## src/rtl/cpu_pkg.sv

```systemverilog
// Shared CPU constants: datapath widths, ALU select codes and the operand-slot state type.
package cpu_pkg;

  localparam int DATA_W  = 32;
  localparam int ADDR_W  = 5;
  localparam int SEL_W   = 4;
  localparam int REG_CNT = 1 << ADDR_W;

  // Operation codes decoded by the downstream ALU
  localparam logic [SEL_W-1:0] ALU_ADD = 4'd0;
  localparam logic [SEL_W-1:0] ALU_SUB = 4'd1;
  localparam logic [SEL_W-1:0] ALU_AND = 4'd2;
  localparam logic [SEL_W-1:0] ALU_OR  = 4'd3;
  localparam logic [SEL_W-1:0] ALU_XOR = 4'd4;
  localparam logic [SEL_W-1:0] ALU_SLL = 4'd5;
  localparam logic [SEL_W-1:0] ALU_SRL = 4'd6;
  localparam logic [SEL_W-1:0] ALU_SRA = 4'd7;
  localparam logic [SEL_W-1:0] ALU_SLT = 4'd8;

  typedef enum logic {
    SLOT_EMPTY = 1'b0,
    SLOT_FULL  = 1'b1
  } slot_state_t;

endpackage

```

## src/rtl/alu_operand_stage_if.sv

```systemverilog
// Bundle of request, operand-delivery and write-back signals around the ALU operand stage.
interface alu_operand_stage_if #(
  parameter int DATA_W = cpu_pkg::DATA_W,
  parameter int ADDR_W = cpu_pkg::ADDR_W,
  parameter int SEL_W  = cpu_pkg::SEL_W
);
  logic              in_valid;
  logic              in_ready;
  logic [ADDR_W-1:0] rs1;
  logic [ADDR_W-1:0] rs2;
  logic [DATA_W-1:0] imm;
  logic              use_imm;
  logic [SEL_W-1:0]  sel_in;
  logic              out_valid;
  logic              out_ready;
  logic [DATA_W-1:0] a;
  logic [DATA_W-1:0] b;
  logic [SEL_W-1:0]  select;
  logic              wb_en;
  logic [ADDR_W-1:0] wb_addr;
  logic [DATA_W-1:0] wb_data;

  modport master (
    output in_valid, rs1, rs2, imm, use_imm, sel_in, out_ready, wb_en, wb_addr, wb_data,
    input  in_ready, out_valid, a, b, select
  );

  modport slave (
    input  in_valid, rs1, rs2, imm, use_imm, sel_in, out_ready, wb_en, wb_addr, wb_data,
    output in_ready, out_valid, a, b, select
  );
endinterface

```

## src/rtl/alu_operand_stage_reg_file.sv

```systemverilog
// Architectural register file: one write port, two combinational read ports, r0 hardwired to zero.
// Build option OPERAND_BYPASS_EN forwards same-cycle write-back data to the read ports.
module reg_file #(
  parameter int DATA_W  = cpu_pkg::DATA_W,
  parameter int ADDR_W  = cpu_pkg::ADDR_W,
  parameter int REG_CNT = cpu_pkg::REG_CNT
) (
  input  logic              clk,
  input  logic              rst_n,
  input  logic              wb_en,
  input  logic [ADDR_W-1:0] wb_addr,
  input  logic [DATA_W-1:0] wb_data,
  input  logic [ADDR_W-1:0] rs1,
  input  logic [ADDR_W-1:0] rs2,
  output logic [DATA_W-1:0] rd1,
  output logic [DATA_W-1:0] rd2
);

  logic [DATA_W-1:0] regs [REG_CNT];

  always_ff @(posedge clk or negedge rst_n) begin
    if (!rst_n) begin
      for (int i = 0; i < REG_CNT; i++) regs[i] <= '0;
    end else if (wb_en && (wb_addr != '0)) begin
      regs[wb_addr] <= wb_data;
    end
  end

`ifdef OPERAND_BYPASS_EN
  // A write landing on the same edge as the read is forwarded so the consumer sees the new value
  assign rd1 = (rs1 == '0) ? '0 : (wb_en && (wb_addr == rs1)) ? wb_data : regs[rs1];
  assign rd2 = (rs2 == '0) ? '0 : (wb_en && (wb_addr == rs2)) ? wb_data : regs[rs2];
`else
  assign rd1 = (rs1 == '0) ? '0 : regs[rs1];
  assign rd2 = (rs2 == '0) ? '0 : regs[rs2];
`endif

endmodule

```

## src/rtl/alu_operand_stage.sv

```systemverilog
// Operand-fetch stage ahead of the ALU: register-file read, immediate select and a one-entry output slot.
// Define OPERAND_BYPASS_EN to forward same-cycle write-back data into the operands.
module alu_operand_stage #(
  parameter int DATA_W  = cpu_pkg::DATA_W,
  parameter int ADDR_W  = cpu_pkg::ADDR_W,
  parameter int SEL_W   = cpu_pkg::SEL_W,
  parameter int REG_CNT = cpu_pkg::REG_CNT
) (
  input logic                clk,
  input logic                rst_n,
  alu_operand_stage_if.slave bus
);
  import cpu_pkg::*;

  slot_state_t       state_q, state_d;
  logic [DATA_W-1:0] rd1_p0, rd2_p0;
  logic [DATA_W-1:0] b_p0;
  logic              accept_p0;
  logic [DATA_W-1:0] a_p1, b_p1;
  logic [SEL_W-1:0]  sel_p1;
  logic              vld_p1;

  reg_file #(
    .DATA_W  (DATA_W),
    .ADDR_W  (ADDR_W),
    .REG_CNT (REG_CNT)
  ) u_reg_file (
    .clk     (clk),
    .rst_n   (rst_n),
    .wb_en   (bus.wb_en),
    .wb_addr (bus.wb_addr),
    .wb_data (bus.wb_data),
    .rs1     (bus.rs1),
    .rs2     (bus.rs2),
    .rd1     (rd1_p0),
    .rd2     (rd2_p0)
  );

  assign vld_p1    = (state_q == SLOT_FULL);
  assign accept_p0 = bus.in_valid && bus.in_ready;
  assign b_p0      = bus.use_imm ? bus.imm : rd2_p0;

  always_ff @(posedge clk or negedge rst_n) begin
    if (!rst_n) state_q <= SLOT_EMPTY;
    else        state_q <= state_d;
  end

  always_comb begin
    state_d = state_q;
    case (state_q)
      SLOT_EMPTY: if (accept_p0) state_d = SLOT_FULL;
      SLOT_FULL:  if (!accept_p0 && bus.out_ready) state_d = SLOT_EMPTY;
      default:    state_d = SLOT_EMPTY;
    endcase
  end

  // p0 -> p1: capture operands on accept; they hold through stalls and after draining
  always_ff @(posedge clk or negedge rst_n) begin
    if (!rst_n) begin
      a_p1   <= '0;
      b_p1   <= '0;
      sel_p1 <= '0;
    end else if (accept_p0) begin
      a_p1   <= rd1_p0;
      b_p1   <= b_p0;
      sel_p1 <= bus.sel_in;
    end
  end

  assign bus.in_ready  = !vld_p1 || bus.out_ready;
  assign bus.out_valid = vld_p1;
  assign bus.a         = a_p1;
  assign bus.b         = b_p1;
  assign bus.select    = sel_p1;

endmodule

```

## src/flat_wrapper.sv

```systemverilog
// flat-port wrapper written by rule: the top's interface ports become plain ports
module alu_operand_stage_flat import cpu_pkg::*;
#(
  parameter int DATA_W  = cpu_pkg::DATA_W,
  parameter int ADDR_W  = cpu_pkg::ADDR_W,
  parameter int SEL_W   = cpu_pkg::SEL_W,
  parameter int REG_CNT = cpu_pkg::REG_CNT
)
  (clk, rst_n, bus_in_valid, bus_rs1, bus_rs2, bus_imm, bus_use_imm, bus_sel_in, bus_out_ready, bus_wb_en, bus_wb_addr, bus_wb_data, bus_in_ready, bus_out_valid, bus_a, bus_b, bus_select);
  alu_operand_stage_if #(.DATA_W(DATA_W), .ADDR_W(ADDR_W), .SEL_W(SEL_W)) bus_i ();
  input logic clk;
  input logic rst_n;
  input wire logic [$bits(bus_i.in_valid)-1:0] bus_in_valid;
  input wire logic [$bits(bus_i.rs1)-1:0] bus_rs1;
  input wire logic [$bits(bus_i.rs2)-1:0] bus_rs2;
  input wire logic [$bits(bus_i.imm)-1:0] bus_imm;
  input wire logic [$bits(bus_i.use_imm)-1:0] bus_use_imm;
  input wire logic [$bits(bus_i.sel_in)-1:0] bus_sel_in;
  input wire logic [$bits(bus_i.out_ready)-1:0] bus_out_ready;
  input wire logic [$bits(bus_i.wb_en)-1:0] bus_wb_en;
  input wire logic [$bits(bus_i.wb_addr)-1:0] bus_wb_addr;
  input wire logic [$bits(bus_i.wb_data)-1:0] bus_wb_data;
  output wire logic [$bits(bus_i.in_ready)-1:0] bus_in_ready;
  output wire logic [$bits(bus_i.out_valid)-1:0] bus_out_valid;
  output wire logic [$bits(bus_i.a)-1:0] bus_a;
  output wire logic [$bits(bus_i.b)-1:0] bus_b;
  output wire logic [$bits(bus_i.select)-1:0] bus_select;
  assign bus_i.in_valid = bus_in_valid;
  assign bus_i.rs1 = bus_rs1;
  assign bus_i.rs2 = bus_rs2;
  assign bus_i.imm = bus_imm;
  assign bus_i.use_imm = bus_use_imm;
  assign bus_i.sel_in = bus_sel_in;
  assign bus_i.out_ready = bus_out_ready;
  assign bus_i.wb_en = bus_wb_en;
  assign bus_i.wb_addr = bus_wb_addr;
  assign bus_i.wb_data = bus_wb_data;
  assign bus_in_ready = bus_i.in_ready;
  assign bus_out_valid = bus_i.out_valid;
  assign bus_a = bus_i.a;
  assign bus_b = bus_i.b;
  assign bus_select = bus_i.select;
  alu_operand_stage #(.DATA_W(DATA_W), .ADDR_W(ADDR_W), .SEL_W(SEL_W), .REG_CNT(REG_CNT)) u_core (.clk(clk), .rst_n(rst_n), .bus(bus_i));
endmodule
```

## config.mk

```make
export PLATFORM = sky130hd
export DESIGN_NAME = alu_operand_stage_flat
export DESIGN_NICKNAME = d
export VERILOG_FILES = /design/src/rtl/cpu_pkg.sv /design/src/rtl/alu_operand_stage_if.sv /design/src/rtl/alu_operand_stage_reg_file.sv /design/src/rtl/alu_operand_stage.sv /design/src/flat_wrapper.sv
export SDC_FILE = /design/constraint.sdc
export NUM_CORES = 2
export LEC_CHECK = 0
export BUFFER_PORTS_ARGS = -buffer_cell sky130_fd_sc_hd__clkbuf_2
export CAP_MARGIN = 20
export CORE_ASPECT_RATIO = 0.75
export CORE_UTILIZATION = 63
export DETAILED_ROUTE_END_ITERATION = 6
export PLACE_DENSITY = 0.91
export SYNTH_ARGS = -nofsm -noshare
export SYNTH_HDL_FRONTEND = slang
export SYNTH_HIERARCHICAL = 1
export SYNTH_SLANG_ARGS = --single-unit
```

## constraint.sdc

```tcl
create_clock -name clk -period 2.3 [get_ports clk]
set_clock_uncertainty 0.05 [all_clocks]
set_input_delay 0.575 -clock clk [delete_from_list [all_inputs] [get_ports clk]]
set_output_delay 0.575 -clock clk [all_outputs]
set_load 0.05 [all_outputs]
```

==> flow_metrics.py <==
metrics = {
    "run_status": {
        "run_status": "finished, violations left",
        "failed_checks": "DRC, setup timing",
    },
    "clock_network": {
        "cts_root_buf": "clkbuf_16",
        "ctsLongestPathBuffers": 3,
        "cts_tree": "built",
        "clock_latency_ps": 750,
        "cts.reportedPaths.clkPinSlew_ps": 70,
        "h-tree-depth": 3,
        "cts_made_buffers": 105,
        "cts.sinks": 1093,
    },
    "layout": {
        "multi_input_area_um2": 28400,
        "layout-area-overhead-vs-synth_pct": 18.1,
        "final_common_cell": "dfrtp_1",
        "drive_above_1_share_pct": 57.7,
        "seq_area_um2": 27400,
        "final_net_count": 4252,
        "fillCellCount": 4517,
        "final_cell_mix": "dfrtp_1, mux2_2, mux4_2, buf_4, buf_12",
    },
    "pwr": {
        "powerDensity_nw_per_um2": 894,
        "ir_drop_v": 0.000683,
        "pwr-share-clk_pct": 33.0,
        "p_seq_share_pct": 43.8,
        "p_int_mw": 41.8,
        "p_switching_mw": 18.8,
        "share_comb_of_total_power_pct": 23.2,
        "p_leak_nw": 29.9,
        "swShare_pct": 31.0,
        "finalPower_mw": 60.7,
    },
    "yosys": {
        "postSynthCellCount": 3845,
        "syn-num-nets": 3934,
        "ys_types": 39,
        "synth_area_per_cell_um2": 14.9,
        "ys_seq_area_share_pct": 47.6,
        "netlist_area_um2": 57500,
        "ys_ff_latch": 1093,
        "yosysWarningCount": 6,
    },
    "critical_path": {
        "reg2reg_slack_ps": -330,
        "cp_max_fo": 3,
        "crit_required_ps": 2880,
        "crit_family": "multiplexers",
        "endpoint_kind": "register",
        "start_kind": "register",
        "arrival_ps": 3210,
        "critPathSlowestCell": "mux4_2",
        "path_cells": "mux4_2 -> mux2_2 -> o21ai_2 -> a311oi_1 -> buf_4 -> mux2_4",
        "path_buf_inv": 1,
        "critPathMaxStageDelay_ps": 570,
        "worstSetupPathType": "register to register",
    },
    "grt": {
        "grt_use_total_pct": 49.3,
        "grt_pass1_vias": 47100,
        "grt_pass1_wl_mm": 326,
        "antenna_found_initial": 28,
        "grt.overflow.total": 0,
        "grt_max_degree": 68,
    },
    "timing": {
        "setup_viol": 19,
        "post-route-period-util_pct": 114,
        "max_slew_margin_pct": 34.7,
        "finalWorstSetupSlack_ps": -326,
        "fmax_ghz": 0.381,
        "rsz0062_at_grt": "yes",
        "finalSetupTns_ps": -1770,
        "fin_crit_ps": 2630,
        "tightest_slew_ps": 979,
        "hold_viol": 0,
        "report.final.slew_viol_count": 0,
    },
    "detailed_routing": {
        "drtIter0Drc": 8439,
        "num_vias": 45600,
        "dr.pass1.iters": 7,
        "wire_per_inst_um": 41.6,
        "routed_wl_mm": 228,
        "drcViolationCount": 4,
        "post_drt_via_cell_ratio": 8.31,
        "postRouteAntennaNets": 0,
    },
    "job": {
        "maxCapViolCount": 0,
    },
    "floorplanning": {
        "io_pins": 159,
        "rows": 95,
        "core_um2": 90000,
        "initial_utilization_pct": 63.9,
        "die_h_um": 264,
        "die_w_um": 351,
        "die-area_um2": 92400,
    },
    "placed_design": {
        "place.gp.congestion": 0.975,
        "io_buffers": 158,
        "place_hpwl_mm": 130,
    },
    "min_path": {
        "hold_class": "input port to register",
    },
}
[routing by layer]
layer | vias up | GRT usage [%] | wire length [um]
met3 | 2116 | 28.6 | 42000
met2 | 5457 | 65.5 | 91400
met1 | 22400 | 57.7 | 69200
li1 | 15600 | - | -
met4 | 38 | 38.5 | 24600
met5 | - | 5.13 | 1130
[cell families after synthesis]
kind of cell    synth area share [%]
mux                             41.9
flops                           47.6
simple gates                    1.55
compound gates                  5.23
buf+inv                         3.67
[flip-flops by register name (all words and copies together), names as in the netlist]
name,count
u_core/bus.out_valid,1
u_core/bus.b,32
u_core/bus.a,32
u_core/u_reg_file/regs,1024
u_core/bus.select,4
[power groups by stage]
| stage | Clock, mW | Sequential [mW] | Combinational [mW] |
|---|---|---|---|
| floorplan | 0 | 25.7 | 8.31 |
| global placement | 0 | 25.6 | 12.1 |
| detailed placement | 0 | 26.1 | 12.8 |
| CTS | 19.7 | 26.0 | 13.3 |
| global route | 20.6 | 26.6 | 14.4 |
| finish | 20.0 | 26.6 | 14.1 |
[cell type report]
cell class	count	area share [%]
antenna	21	0.0774
clock buffer	139	4.38
clock inverter	58	1.34
inverter	2	0.0148
multi-input combinational	2297	41.8
sequential	1093	40.3
tap	1212	2.23
timing repair buffer	664	9.85
[what timing repair did]
item	in CTS	in global routing
hold buffers	1	0
setup endpoints to repair	15	14
gates resized for setup	16	29
gates cloned	1	1
pin swaps	1	2
hold endpoints to repair	20	0
setup buffers	9	3
[synth_stat cells]
cell type / instances / area [um2]
dfrtp_1: 1093 / 27400
mux2_2: 1052 / 11800
mux4_2: 448 / 10100
clkbuf_1: 235 / 882
buf_2: 172 / 861
mux2i_1: 160 / 1600
o21ai_0: 103 / 515
nor2b_1: 71 / 444
a211oi_1: 64 / 480
a22oi_1: 64 / 480
a311oi_1: 64 / 561
a221oi_1: 48 / 420
nand2_1: 45 / 169
buf_4: 38 / 285
a21oi_1: 32 / 160
a31oi_1: 32 / 200
mux2_4: 30 / 450
nor2_1: 19 / 71.3
o2111ai_1: 16 / 140
mux2_1: 10 / 113
o21ai_1: 9 / 45.0
nand2b_1: 6 / 37.5
buf_6: 5 / 56.3
buf_1: 3 / 11.3
nand4b_1: 3 / 26.3
nor3_1: 3 / 15.0
or3_1: 3 / 18.8
and2_1: 2 / 12.5
inv_1: 2 / 7.51
nor3b_1: 2 / 15.0
or2_2: 2 / 12.5
or4_1: 2 / 15.0
and3_1: 1 / 6.26
clkbuf_2: 1 / 5.00
nand2_4: 1 / 11.3
nand2b_4: 1 / 13.8
nand3_1: 1 / 5.00
nand4_1: 1 / 6.26
nor4_2: 1 / 12.5
[final timing paths]
path,end,depth (start not counted),startpoint
max,u_core/bus.a[12],6,u_core/u_reg_file/regs[780]
min,u_core/bus.select[2],2,bus_sel_in[2]
max reg2reg,u_core/bus.a[12],6,u_core/u_reg_file/regs[780]
min reg2reg,u_core/u_reg_file/regs[1012],0,u_core/u_reg_file/regs[1012]
max in group asynchronous,u_core/u_reg_file/regs[396],3,rst_n
min in group asynchronous,u_core/u_reg_file/regs[987],2,rst_n
[through the flow]
step                std cells  hold WS [ps]  worst slack, ps  utilization [%]  area, um2
floorplan                3845           229            -7.22                -      57500
global placement         5252           326             -856             70.7      63600
detailed placement       5252           334             -860             70.7      63600
CTS                      5460          36.8             2.19             75.1      67600
finish                   5486          24.1             -326             75.4      67900
global route             5472          31.8             -203             75.4      67800
No activity file was read; power rests on OpenSTA's default activity.
